File: src/rtl/spi_sclk_gen_pkg.sv
`default_nettype none
// ============================================================================
// Module   : spi_sclk_gen_pkg
// Purpose  : Shared definitions for the SPI SCLK generator slice: FSM state
//            encoding, default widths and the chip-select idle level.
// Ports    : none (package)
// Config   : SPI_SCLK_CS_GUARD_EN (consumed by spi_sclk_gen) enables the
//            LEAD/TRAIL chip-select guard states.
// Revision : 1.0 - initial release
// ============================================================================
package spi_sclk_gen_pkg;

  localparam int   DIV_W_DEF   = 8;
  localparam int   NBITS_W_DEF = 5;
  localparam logic CS_IDLE     = 1'b1;

  typedef enum logic [2:0] {
    ST_IDLE   = 3'd0,
    ST_LEAD   = 3'd1,
    ST_ACTIVE = 3'd2,
    ST_TRAIL  = 3'd3,
    ST_DONE   = 3'd4
  } state_e;

endpackage : spi_sclk_gen_pkg
`default_nettype wire

File: src/rtl/spi_sclk_gen_if.sv
`default_nettype none
// ============================================================================
// Module   : spi_sclk_gen_if
// Purpose  : Bundles the request/configuration inputs and the clock/status
//            outputs of spi_sclk_gen.
// Ports    : i_start, i_cpol, i_div[DIV_W], i_nbits[NBITS_W] (requester side)
//            o_sclk, o_lead_edge, o_trail_edge, o_cs_n, o_busy, o_done
//            (generator side)
// Modports : master - drives requests, observes outputs
//            slave  - the generator itself
// Revision : 1.0 - initial release
// ============================================================================
interface spi_sclk_gen_if
  import spi_sclk_gen_pkg::*;
#(
  parameter int DIV_W   = DIV_W_DEF,
  parameter int NBITS_W = NBITS_W_DEF
) ();

  logic               i_start;
  logic               i_cpol;
  logic [DIV_W-1:0]   i_div;
  logic [NBITS_W-1:0] i_nbits;
  logic               o_sclk;
  logic               o_lead_edge;
  logic               o_trail_edge;
  logic               o_cs_n;
  logic               o_busy;
  logic               o_done;

  modport master (
    output i_start, i_cpol, i_div, i_nbits,
    input  o_sclk, o_lead_edge, o_trail_edge, o_cs_n, o_busy, o_done
  );

  modport slave (
    input  i_start, i_cpol, i_div, i_nbits,
    output o_sclk, o_lead_edge, o_trail_edge, o_cs_n, o_busy, o_done
  );

endinterface : spi_sclk_gen_if
`default_nettype wire

File: src/rtl/spi_halfper_cnt.sv
`default_nettype none
// ============================================================================
// Module   : spi_halfper_cnt
// Purpose  : SCLK half-period counter. Counts 0..i_limit while enabled and
//            pulses o_tick on the terminal count, wrapping back to 0.
// Ports    : i_clk, i_rst_n      - clock, async active-low reset
//            i_load              - clear the count to 0 (has priority)
//            i_en                - count enable
//            i_limit[DIV_W]      - terminal count (half-period minus one)
//            o_tick              - terminal-count pulse
// Revision : 1.0 - initial release
// ============================================================================
module spi_halfper_cnt
  import spi_sclk_gen_pkg::*;
#(
  parameter int DIV_W = DIV_W_DEF
) (
  input  logic             i_clk,
  input  logic             i_rst_n,
  input  logic             i_load,
  input  logic             i_en,
  input  logic [DIV_W-1:0] i_limit,
  output logic             o_tick
);

  logic [DIV_W-1:0] cnt_q, cnt_d;

  assign o_tick = i_en && !i_load && (cnt_q == i_limit);

  always_comb begin
    cnt_d = cnt_q;
    if (i_load) begin
      cnt_d = '0;
    end else if (i_en) begin
      cnt_d = o_tick ? '0 : cnt_q + 1'b1;
    end
  end

  always_ff @(posedge i_clk or negedge i_rst_n) begin
    if (!i_rst_n) begin
      cnt_q <= '0;
    end else begin
      cnt_q <= cnt_d;
    end
  end

endmodule : spi_halfper_cnt
`default_nettype wire

File: src/rtl/spi_sclk_gen.sv
`default_nettype none
// ============================================================================
// Module   : spi_sclk_gen
// Purpose  : SPI serial-clock generator. On an accepted start it latches
//            CPOL / divider / bit count, asserts chip select and produces
//            2*nbits SCLK transitions, each (div+1) i_clk cycles apart, with
//            one-cycle lead/trail edge strobes and a completion pulse.
// Ports    : i_clk, i_rst_n      - clock, async active-low reset
//            bus (slave modport) - i_start, i_cpol, i_div, i_nbits in;
//                                  o_sclk, o_lead_edge, o_trail_edge,
//                                  o_cs_n, o_busy, o_done out
// Config   : SPI_SCLK_CS_GUARD_EN - when defined, a (div+1)-cycle LEAD state
//            precedes and a TRAIL state follows the SCLK burst, holding chip
//            select low around it. Undefined: IDLE->ACTIVE->DONE.
// Revision : 1.0 - initial release
// ============================================================================
module spi_sclk_gen
  import spi_sclk_gen_pkg::*;
#(
  parameter int DIV_W   = DIV_W_DEF,
  parameter int NBITS_W = NBITS_W_DEF
) (
  input  logic          i_clk,
  input  logic          i_rst_n,
  spi_sclk_gen_if.slave bus
);

  state_e             state_q, state_d;
  logic               cpol_q, cpol_d;
  logic [DIV_W-1:0]   div_q, div_d;
  logic [NBITS_W-1:0] nbits_q, nbits_d;
  // One extra bit so that 2*(2^NBITS_W-1) toggles fit.
  logic [NBITS_W:0]   tog_q, tog_d;
  logic               sclk_q, sclk_d;
  logic               lead_q, lead_d;
  logic               trail_q, trail_d;

  logic               w_busy;
  logic               w_tick;
  logic [NBITS_W:0]   w_tog_inc;
  logic [NBITS_W:0]   w_tog_tgt;

  assign w_busy    = (state_q == ST_LEAD) || (state_q == ST_ACTIVE) ||
                     (state_q == ST_TRAIL);
  assign w_tog_inc = tog_q + 1'b1;
  assign w_tog_tgt = {nbits_q, 1'b0};

  // The counter runs through LEAD, ACTIVE and TRAIL back to back; each of
  // those phases is a whole number of half-periods, so every state entry
  // coincides with a wrap to zero.
  spi_halfper_cnt #(
    .DIV_W (DIV_W)
  ) u_halfper_cnt (
    .i_clk   (i_clk),
    .i_rst_n (i_rst_n),
    .i_load  (!w_busy),
    .i_en    (w_busy),
    .i_limit (div_q),
    .o_tick  (w_tick)
  );

  always_comb begin
    state_d = state_q;
    cpol_d  = cpol_q;
    div_d   = div_q;
    nbits_d = nbits_q;
    tog_d   = tog_q;
    sclk_d  = sclk_q;
    lead_d  = 1'b0;
    trail_d = 1'b0;
    case (state_q)
      ST_IDLE: begin
        sclk_d = bus.i_cpol;
        tog_d  = '0;
        if (bus.i_start && (bus.i_nbits != '0)) begin
          cpol_d  = bus.i_cpol;
          div_d   = bus.i_div;
          nbits_d = bus.i_nbits;
`ifdef SPI_SCLK_CS_GUARD_EN
          state_d = ST_LEAD;
`else
          state_d = ST_ACTIVE;
`endif
        end
      end
`ifdef SPI_SCLK_CS_GUARD_EN
      ST_LEAD: begin
        if (w_tick) state_d = ST_ACTIVE;
      end
`endif
      ST_ACTIVE: begin
        if (w_tick) begin
          sclk_d  = ~sclk_q;
          // Leaving the idle level is a lead edge, returning is a trail edge.
          lead_d  = (sclk_q == cpol_q);
          trail_d = (sclk_q != cpol_q);
          tog_d   = w_tog_inc;
          if (w_tog_inc == w_tog_tgt) begin
`ifdef SPI_SCLK_CS_GUARD_EN
            state_d = ST_TRAIL;
`else
            state_d = ST_DONE;
`endif
          end
        end
      end
`ifdef SPI_SCLK_CS_GUARD_EN
      ST_TRAIL: begin
        if (w_tick) state_d = ST_DONE;
      end
`endif
      ST_DONE: begin
        state_d = ST_IDLE;
      end
      default: begin
        state_d = ST_IDLE;
      end
    endcase
  end

  always_ff @(posedge i_clk or negedge i_rst_n) begin
    if (!i_rst_n) begin
      state_q <= ST_IDLE;
      cpol_q  <= 1'b0;
      div_q   <= '0;
      nbits_q <= '0;
      tog_q   <= '0;
      sclk_q  <= 1'b0;
      lead_q  <= 1'b0;
      trail_q <= 1'b0;
    end else begin
      state_q <= state_d;
      cpol_q  <= cpol_d;
      div_q   <= div_d;
      nbits_q <= nbits_d;
      tog_q   <= tog_d;
      sclk_q  <= sclk_d;
      lead_q  <= lead_d;
      trail_q <= trail_d;
    end
  end

  assign bus.o_sclk       = sclk_q;
  assign bus.o_lead_edge  = lead_q;
  assign bus.o_trail_edge = trail_q;
  assign bus.o_busy       = w_busy;
  assign bus.o_done       = (state_q == ST_DONE);
  assign bus.o_cs_n       = w_busy ? ~CS_IDLE : CS_IDLE;

endmodule : spi_sclk_gen
`default_nettype wire

File: src/flat_wrapper.sv
// flat-port wrapper written by rule: the top's interface ports become plain ports
module spi_sclk_gen_flat import spi_sclk_gen_pkg::*;
#(
  parameter int DIV_W   = DIV_W_DEF,
  parameter int NBITS_W = NBITS_W_DEF
)
  (i_clk, i_rst_n, bus_i_start, bus_i_cpol, bus_i_div, bus_i_nbits, bus_o_sclk, bus_o_lead_edge, bus_o_trail_edge, bus_o_cs_n, bus_o_busy, bus_o_done);
  spi_sclk_gen_if #(.DIV_W(DIV_W), .NBITS_W(NBITS_W)) bus_i ();
  input  logic i_clk;
  input  logic i_rst_n;
  input wire logic [$bits(bus_i.i_start)-1:0] bus_i_start;
  input wire logic [$bits(bus_i.i_cpol)-1:0] bus_i_cpol;
  input wire logic [$bits(bus_i.i_div)-1:0] bus_i_div;
  input wire logic [$bits(bus_i.i_nbits)-1:0] bus_i_nbits;
  output wire logic [$bits(bus_i.o_sclk)-1:0] bus_o_sclk;
  output wire logic [$bits(bus_i.o_lead_edge)-1:0] bus_o_lead_edge;
  output wire logic [$bits(bus_i.o_trail_edge)-1:0] bus_o_trail_edge;
  output wire logic [$bits(bus_i.o_cs_n)-1:0] bus_o_cs_n;
  output wire logic [$bits(bus_i.o_busy)-1:0] bus_o_busy;
  output wire logic [$bits(bus_i.o_done)-1:0] bus_o_done;
  assign bus_i.i_start = bus_i_start;
  assign bus_i.i_cpol = bus_i_cpol;
  assign bus_i.i_div = bus_i_div;
  assign bus_i.i_nbits = bus_i_nbits;
  assign bus_o_sclk = bus_i.o_sclk;
  assign bus_o_lead_edge = bus_i.o_lead_edge;
  assign bus_o_trail_edge = bus_i.o_trail_edge;
  assign bus_o_cs_n = bus_i.o_cs_n;
  assign bus_o_busy = bus_i.o_busy;
  assign bus_o_done = bus_i.o_done;
  spi_sclk_gen #(.DIV_W(DIV_W), .NBITS_W(NBITS_W)) u_core (.i_clk(i_clk), .i_rst_n(i_rst_n), .bus(bus_i));
endmodule
File: config.mk
export PLATFORM = sky130hd
export DESIGN_NAME = spi_sclk_gen_flat
export DESIGN_NICKNAME = d
export VERILOG_FILES = /design/src/rtl/spi_sclk_gen_pkg.sv /design/src/rtl/spi_sclk_gen_if.sv /design/src/rtl/spi_halfper_cnt.sv /design/src/rtl/spi_sclk_gen.sv /design/src/flat_wrapper.sv
export SDC_FILE = /design/constraint.sdc
export NUM_CORES = 1
export LEC_CHECK = 0
export ABC_AREA = 1
export ABC_CLOCK_PERIOD_IN_PS = 3530
export BUFFER_PORTS_ARGS = -buffer_cell sky130_fd_sc_hd__buf_2
export CORE_MARGIN = 3
export CORE_UTILIZATION = 40
export DETAILED_ROUTE_END_ITERATION = 16
export GPL_ROUTABILITY_DRIVEN = 0
export GPL_TIMING_DRIVEN = 0
export SLEW_MARGIN = 5
export SYNTH_ARGS = -nofsm -noshare
export SYNTH_HDL_FRONTEND = slang
export SYNTH_SLANG_ARGS = --single-unit
File: constraint.sdc
create_clock -name i_clk -period 3.53 [get_ports i_clk]
set_input_delay 0.1765 -clock i_clk [delete_from_list [all_inputs] [get_ports i_clk]]
set_output_delay 0.1765 -clock i_clk [all_outputs]
set_load 0.05 [all_outputs]
==> results.py, run 1 <==
metrics = {
    "route": {
        "vias_per_cell": 4.73,
        "wire_per_inst_microns": 11.3,
        "num_vias": 1401,
        "drt_iter0_markers": 55,
        "final_antenna_net_count": 0,
        "wl_microns": 3350,
        "dr.pass1.iters": 4,
        "route.detailed.drc": 0,
    },
    "grt": {
        "antenna_found_initial": 0,
        "grt_pass1_wl_microns": 6000,
        "grtUsageTotal": 0.150,
        "grt_max_degree": 34,
        "grt_pass1_vias": 1319,
        "gr-total-overflow": 0,
    },
    "clock_network": {
        "path_clk_slew_ns": 0.07,
        "post_cts_buffers": 0,
        "cts-root-buf": "clkbuf_8",
        "ctsResizeCount": 0,
        "cts_buffers": 5,
        "htreeDepth": 2,
        "insertion_delay_ns": 0.29,
        "cts_sinks": 33,
        "tritoncts": "yes",
        "cts_hold_buf": 1,
        "cts.path.max_buffers": 2,
    },
    "worst_setup_path": {
        "start_kind": "flop",
        "cp_max_fo": 7,
        "worstSetupEndpointType": "flop",
        "cp-startpoint": "u_core.tog_q[0]$_DFFE_PN0P_",
        "r2r-start": "u_core.tog_q[0]$_DFFE_PN0P_",
        "cp.required_ns": 3.70,
        "endpoint": "u_core.state_q[1]$_DFFE_PN0P_",
        "arrival_ns": 1.76,
        "path_class": "reg -> reg",
        "rrSetupSlack_ns": 1.94,
        "reg2reg_to": "u_core.state_q[1]$_DFFE_PN0P_",
        "worstRegToRegCells": 12,
    },
    "floorplanning": {
        "ioPinCount": 23,
        "dieArea_sq_um": 5210,
        "start_util": 0.426,
        "die_w_microns": 72.2,
        "die_h_microns": 72.2,
        "fp-row-count": 23,
        "core_sq_um": 4120,
    },
    "power_and_ir_drop": {
        "power_frac_comb": 0.441,
        "p_switching_uw": 721,
        "seq_power_share": 0.360,
        "leakage_uw": 0.00104,
        "swShare": 0.423,
        "intPower_uw": 983,
        "clockPowerShare": 0.199,
        "cellPowerDensity_nw_per_um2": 836,
        "vdd.ir_drop.worst_uv": 510,
    },
    "final_layout": {
        "nNetsFinal": 265,
        "drive_gt1_frac": 0.195,
        "insertedDiodeCount": 0,
        "area_delta_synth_final_pct": 16.4,
    },
    "logic_synthesis": {
        "syn_area_sq_um": 1750,
        "syn-num-nets": 235,
        "synth_top_area_frac": 0.471,
        "synth_top_area_cell": "dfrtp_1",
        "syn_inst": 216,
        "synth_area_leaders": "dfrtp_1, nand2_1, inv_1, nor2_1, nand3_1",
        "synth_cell_types": 23,
        "avgSynthCellArea_sq_um": 8.11,
        "yosysSeqAreaShare": 0.471,
        "ys_ff_latch": 33,
        "yosysWarnings": 0,
    },
    "job": {
        "cap_violations": 0,
    },
    "sta": {
        "finalSetupViolCount": 0,
        "tightest_slew_ns": 0.733,
        "period_needed_ns": 1.59,
        "maxSlewHeadroom": 0.511,
        "finalClockSkew_ns": 0.00788,
        "holdWs_ns": 0.115,
        "max_freq_mhz": 631,
        "setup_tns_ns": 0,
        "finalHoldViolCount": 0,
        "drv_slew": 0,
        "rsz0062_at_grt": "false",
        "fin_crit_sh": 0.449,
    },
    "hold_path": {
        "min_path_type": "in -> reg",
    },
    "placed_design": {
        "hpwl_microns": 2460,
        "port_buffers": 22,
    },
    "outcome": {
        "status": "finished clean",
    },
}
-- cell usage after synthesis, drive strengths merged --
| cell | number |
|---|---|
| nand3 | 18 |
| dfrtp | 33 |
| o21ai | 17 |
| nand2 | 48 |
| a21oi | 7 |
| nor3b | 3 |
| buf | 6 |
| mux2 | 4 |
| inv | 35 |
| xor2 | 1 |
| ha | 2 |
| nor2 | 27 |
| xnor2 | 6 |
| o21bai | 1 |
| nand4 | 7 |
| nand3b | 1 |
-- kinds of logic (layout without fill, tap and decap cells) --
group	count (synthesis)	after routing	synth area share
flops	33	33	0.471
fa+ha+maj	2	2	0.0143
buf+inv	41	71	0.101
mux	4	4	0.0257
simple gates	104	104	0.278
compound gates	25	25	0.0750
xor+xnor	7	7	0.0350
-- per-stage QoR --
step	cells	setup WS [ns]	total power, uW	utilization	instance area, sq um
2_1_floorplan	216	2.10	1200	-	1750
3_3_place_gp	288	1.92	1360	0.468	1920
3_5_place_dp	288	1.93	1380	0.468	1920
4_1_cts	296	1.91	1720	0.495	2040
5_1_grt	296	1.74	1840	0.495	2040
6_report	296	1.94	1700	0.495	2040
-- final cells by class --
cell class              instances  area [sq um]
plain buffers                   6          45.0
clock buffers                   5          68.8
clock inverters                 2          35.0
fillers                       419          2080
inverters                      35           131
multi-input cells             142           749
flip-flops and latches         33           826
well taps                      50          62.6
repair buffers                 23           120
-- power by group through the flow --
| stage | Sequential [uW] | Clock (uW) | Combinational [uW] |
|---|---|---|---|
| final | 612 | 340 | 752 |
| after global routing | 633 | 366 | 845 |
| after CTS | 613 | 351 | 762 |
| after detailed placement | 619 | 0 | 759 |
| after global placement | 615 | 0 | 744 |
| after floorplan | 634 | 0 | 570 |
-- layout by cell type (no fill, tap or decap), types with 2 or more instances in the layout --
cell	n
nand3_1	18
dfrtp_1	33
buf_6	2
mux2_2	4
clkbuf_8	5
a21oi_1	6
o21ai_1	9
nand2_2	3
xnor2_1	6
nor3b_2	3
buf_2	25
nand4_1	7
nor2_1	25
o21ai_0	8
inv_1	35
ha_1	2
nand2_1	45
-- registers in the layout, summed over array words and instances, names as in the netlist, 2 cells and up --
name                        cells
u_core.tog_q                    6
u_core.nbits_q                  5
u_core.div_q                    8
u_core.state_q                  2
u_core.u_halfper_cnt.cnt_q      8
-- per-layer routing --
metal | up-vias | part of all wire | global-route usage | wire length (microns)
met4 | 0 | 0.022 | 0.0689 | 74
met3 | 7 | 0.045 | 0.0429 | 150
li1 | 740 | - | - | -
met5 | - | 0 | 0 | 0
met1 | 630 | 0.53 | 0.209 | 1770
met2 | 24 | 0.41 | 0.214 | 1360
-- how the worst min path moves through the flow --
stage                 startpoint                          endpoint  slack, ns  cells after the start
floorplan                i_rst_n  u_core.bus.o_lead_edge$_DFF_PN0_      -0.12                      0
global placement         i_rst_n       u_core.div_q[1]$_DFFE_PN0P_       0.28                      1
detailed placement       i_rst_n       u_core.div_q[0]$_DFFE_PN0P_       0.29                      1
CTS                 bus_i_div[3]       u_core.div_q[3]$_DFFE_PN0P_       0.10                      2
global route        bus_i_div[2]       u_core.div_q[2]$_DFFE_PN0P_       0.11                      2
finish              bus_i_div[3]       u_core.div_q[3]$_DFFE_PN0P_       0.11                      2
-- critical path, cell delays in order, from the launching register on --
cell     delay [ns]
dfrtp_1        0.46
ha_1           0.28
inv_1          0.06
nand2_1        0.07
nand2_1        0.07
nand2_1        0.06
nand3_1        0.07
nor2_1         0.09
nand3_1        0.08
nand2_1        0.06
nand2_1        0.07
nand2_1        0.06
nand2_1        0.04
No activity file was read; power rests on OpenSTA's default activity.
==> run 2, diff against run 1 <==
- ABC_AREA: 1 -> 0
- ABC_CLOCK_PERIOD_IN_PS: 3530 -> 1300
- clock period: 3.53 -> 1.3 ns (I/O delays scaled with it)
==> results.py, run 2 <==
metrics = {
    "outcome": {
        "status": "finished, violations left",
        "violations": "setup timing",
    },
    "route": {
        "route.detailed.drc": 0,
        "drt_iter0_markers": 58,
        "vias_per_cell": 5.13,
        "dr.pass1.iters": 4,
        "wire_per_inst_microns": 14.3,
        "num_vias": 1232,
        "wl_microns": 3440,
        "final_antenna_net_count": 0,
    },
    "final_layout": {
        "nNetsFinal": 211,
        "final_cells": 240,
        "final_util": 0.587,
        "drive_gt1_frac": 0.464,
        "area_delta_synth_final_pct": 36.3,
        "insertedDiodeCount": 0,
        "finalInstanceArea_sq_um": 2230,
        "fillers": 324,
        "most-common-layout-cells": "dfrtp_1, buf_2, buf_4",
        "biggestRegsByFlops": "u_core.div_q (8), u_core.u_halfper_cnt.cnt_q (8), u_core.tog_q (6)",
        "final_common_cell": "dfrtp_1",
    },
    "worst_setup_path": {
        "r2r-start": "u_core.tog_q[1]$_DFFE_PN0P_",
        "worstSetupEndpointType": "flop",
        "start_kind": "flop",
        "cp-startpoint": "u_core.tog_q[1]$_DFFE_PN0P_",
        "cp_max_fo": 4,
        "path_class": "reg -> reg",
        "arrival_ns": 1.80,
        "cp.required_ns": 1.46,
    },
    "power_and_ir_drop": {
        "cellPowerDensity_nw_per_um2": 1590,
        "vdd.ir_drop.worst_uv": 655,
        "leakage_uw": 0.00106,
    },
    "placed_design": {
        "place_ws_ns": -0.532,
        "place_area_sq_um": 1870,
        "port_buffers": 22,
        "placedCellCount": 211,
        "hpwl_microns": 2310,
    },
    "logic_synthesis": {
        "yosysWarnings": 0,
        "yosys_most_used_dff": "dfrtp_1",
        "synth_cell_types": 31,
        "synth_top_area_cell": "dfrtp_1",
        "syn_area_sq_um": 1640,
        "synthArstFlopShare": 1.00,
        "synth_common_cells": "dfrtp_1, xnor2_1, nor2_1, mux2_4, a21oi_1",
        "synth_enable_flop_cells": 0,
        "synth_area_leaders": "dfrtp_1, xnor2_1, mux2_4, nor2_1, mux2_2",
        "syn-num-nets": 160,
        "syn_inst": 141,
        "ys_ff_latch": 33,
        "avgSynthCellArea_sq_um": 11.6,
        "yosysSeqAreaShare": 0.505,
        "yosysMostFrequentCell": "dfrtp_1",
        "synth_top_area_frac": 0.505,
    },
    "grt": {
        "grt_pass1_wl_microns": 5820,
        "grt_pass1_vias": 1222,
        "grtUsageTotal": 0.150,
        "antenna_found_initial": 0,
        "grt_max_degree": 34,
        "gr-total-overflow": 0,
    },
    "floorplanning": {
        "fp-row-count": 22,
        "core_sq_um": 3800,
        "die_w_microns": 69.9,
        "ioPinCount": 23,
        "start_util": 0.431,
        "die_h_microns": 69.9,
        "dieArea_sq_um": 4890,
    },
    "hold_path": {
        "min_path_type": "in -> reg",
        "min_from": "bus_i_div[4]",
    },
    "sta": {
        "fin_ws_ns": -0.338,
        "rsz0062_at_grt": "true",
        "finalSetupViolCount": 33,
        "max_freq_mhz": 610,
        "finalClockSkew_ns": 0.00715,
        "finalHoldViolCount": 0,
        "fin_crit_sh": 1.26,
        "period_needed_ns": 1.64,
        "drv_slew": 0,
        "tightest_slew_ns": 0.719,
        "maxSlewHeadroom": 0.521,
    },
    "clock_network": {
        "htreeDepth": 2,
        "cts-root-buf": "clkbuf_8",
        "cts.path.max_buffers": 2,
        "insertion_delay_ns": 0.28,
        "cts_buffers": 5,
        "tritoncts": "yes",
        "cts_sinks": 33,
        "path_clk_slew_ns": 0.07,
    },
    "job": {
        "cap_violations": 0,
    },
}
## run 2: report_power, final
part           total, uW  switching [uW]  internal, uW
clock                782             362           420
sequential          1460             210          1250
combinational       1290             552           739
total               3540            1120          2410
## run 2: through the flow
step                power [uW]  hold WS, ns  setup TNS [ns]
floorplan                 2180       -0.231           -4.07
global route              3750      0.00588           -7.41
finish                    3540      0.00809           -4.84
global placement          2360        0.167          -12.51
CTS                       3430      0.00685           -6.51
detailed placement        2410        0.174          -12.43
## run 2: timing repair
action | 4_1_cts | 5_1_grt
setup buffers | 12 | 10
endpoints found under the setup margin | 34 | 33
gates resized for setup | 8 | 19
hold endpoints to repair | 33 | 1
hold buffers | 1 | 1
pin swaps | 10 | 12
## run 2: cells by family after synthesis
kind of cell | count (synthesis) | synth area share
AOI/OAI and AO/OA | 17 | 0.0689
xor gates and xnor gates | 22 | 0.118
adders and majority gates | 2 | 0.0153
buffers and inverters | 8 | 0.0337
DFF | 33 | 0.505
muxes | 14 | 0.119
and+or+nand+nor | 45 | 0.140
## run 2: area by class of cell
| cell class | count | area [sq um] | share of cell area |
|---|---|---|---|
| Buffer | 2 | 27.5 | 0.0124 |
| Timing Repair Buffer | 45 | 312 | 0.140 |
| Multi-Input combinational cell | 100 | 891 | 0.400 |
| Sequential cell | 33 | 830 | 0.372 |
| Inverter | 5 | 22.5 | 0.0101 |
| Clock buffer | 7 | 86.3 | 0.0387 |
| Tap cell | 48 | 60.1 | 0.0270 |
## run 2: critical path, stage by stage, from the launching register on
cell and delay, ns:
dfrtp_1 0.44, ha_4 0.30, xnor2_2 0.10, nand4_1 0.12
or3_1 0.32, o31a_1 0.24
## run 2: worst paths after layout
check,endpoint,slack [ns],depth (start not counted)
worst min-delay path,u_core.div_q[4]$_DFFE_PN0P_,0.008,2
max in group asynchronous,u_core.state_q[1]$_DFFE_PN0P_,0.41,2
worst max register to register,u_core.state_q[1]$_DFFE_PN0P_,-0.34,5
min in group asynchronous,u_core.tog_q[5]$_DFFE_PN0P_,0.37,2
worst min register to register,u_core.div_q[2]$_DFFE_PN0P_,0.54,1
worst max-delay path,u_core.state_q[1]$_DFFE_PN0P_,-0.34,5
## run 2: metal layers
layer | vias up | routed length (microns) | track usage | part of all wire
li1 | 597 | - | - | -
met1 | 601 | 1550 | 0.197 | 0.45
met2 | 27 | 1660 | 0.229 | 0.48
met3 | 7 | 181 | 0.0547 | 0.053
met4 | 0 | 51 | 0.0511 | 0.015
met5 | - | 0 | 0 | 0
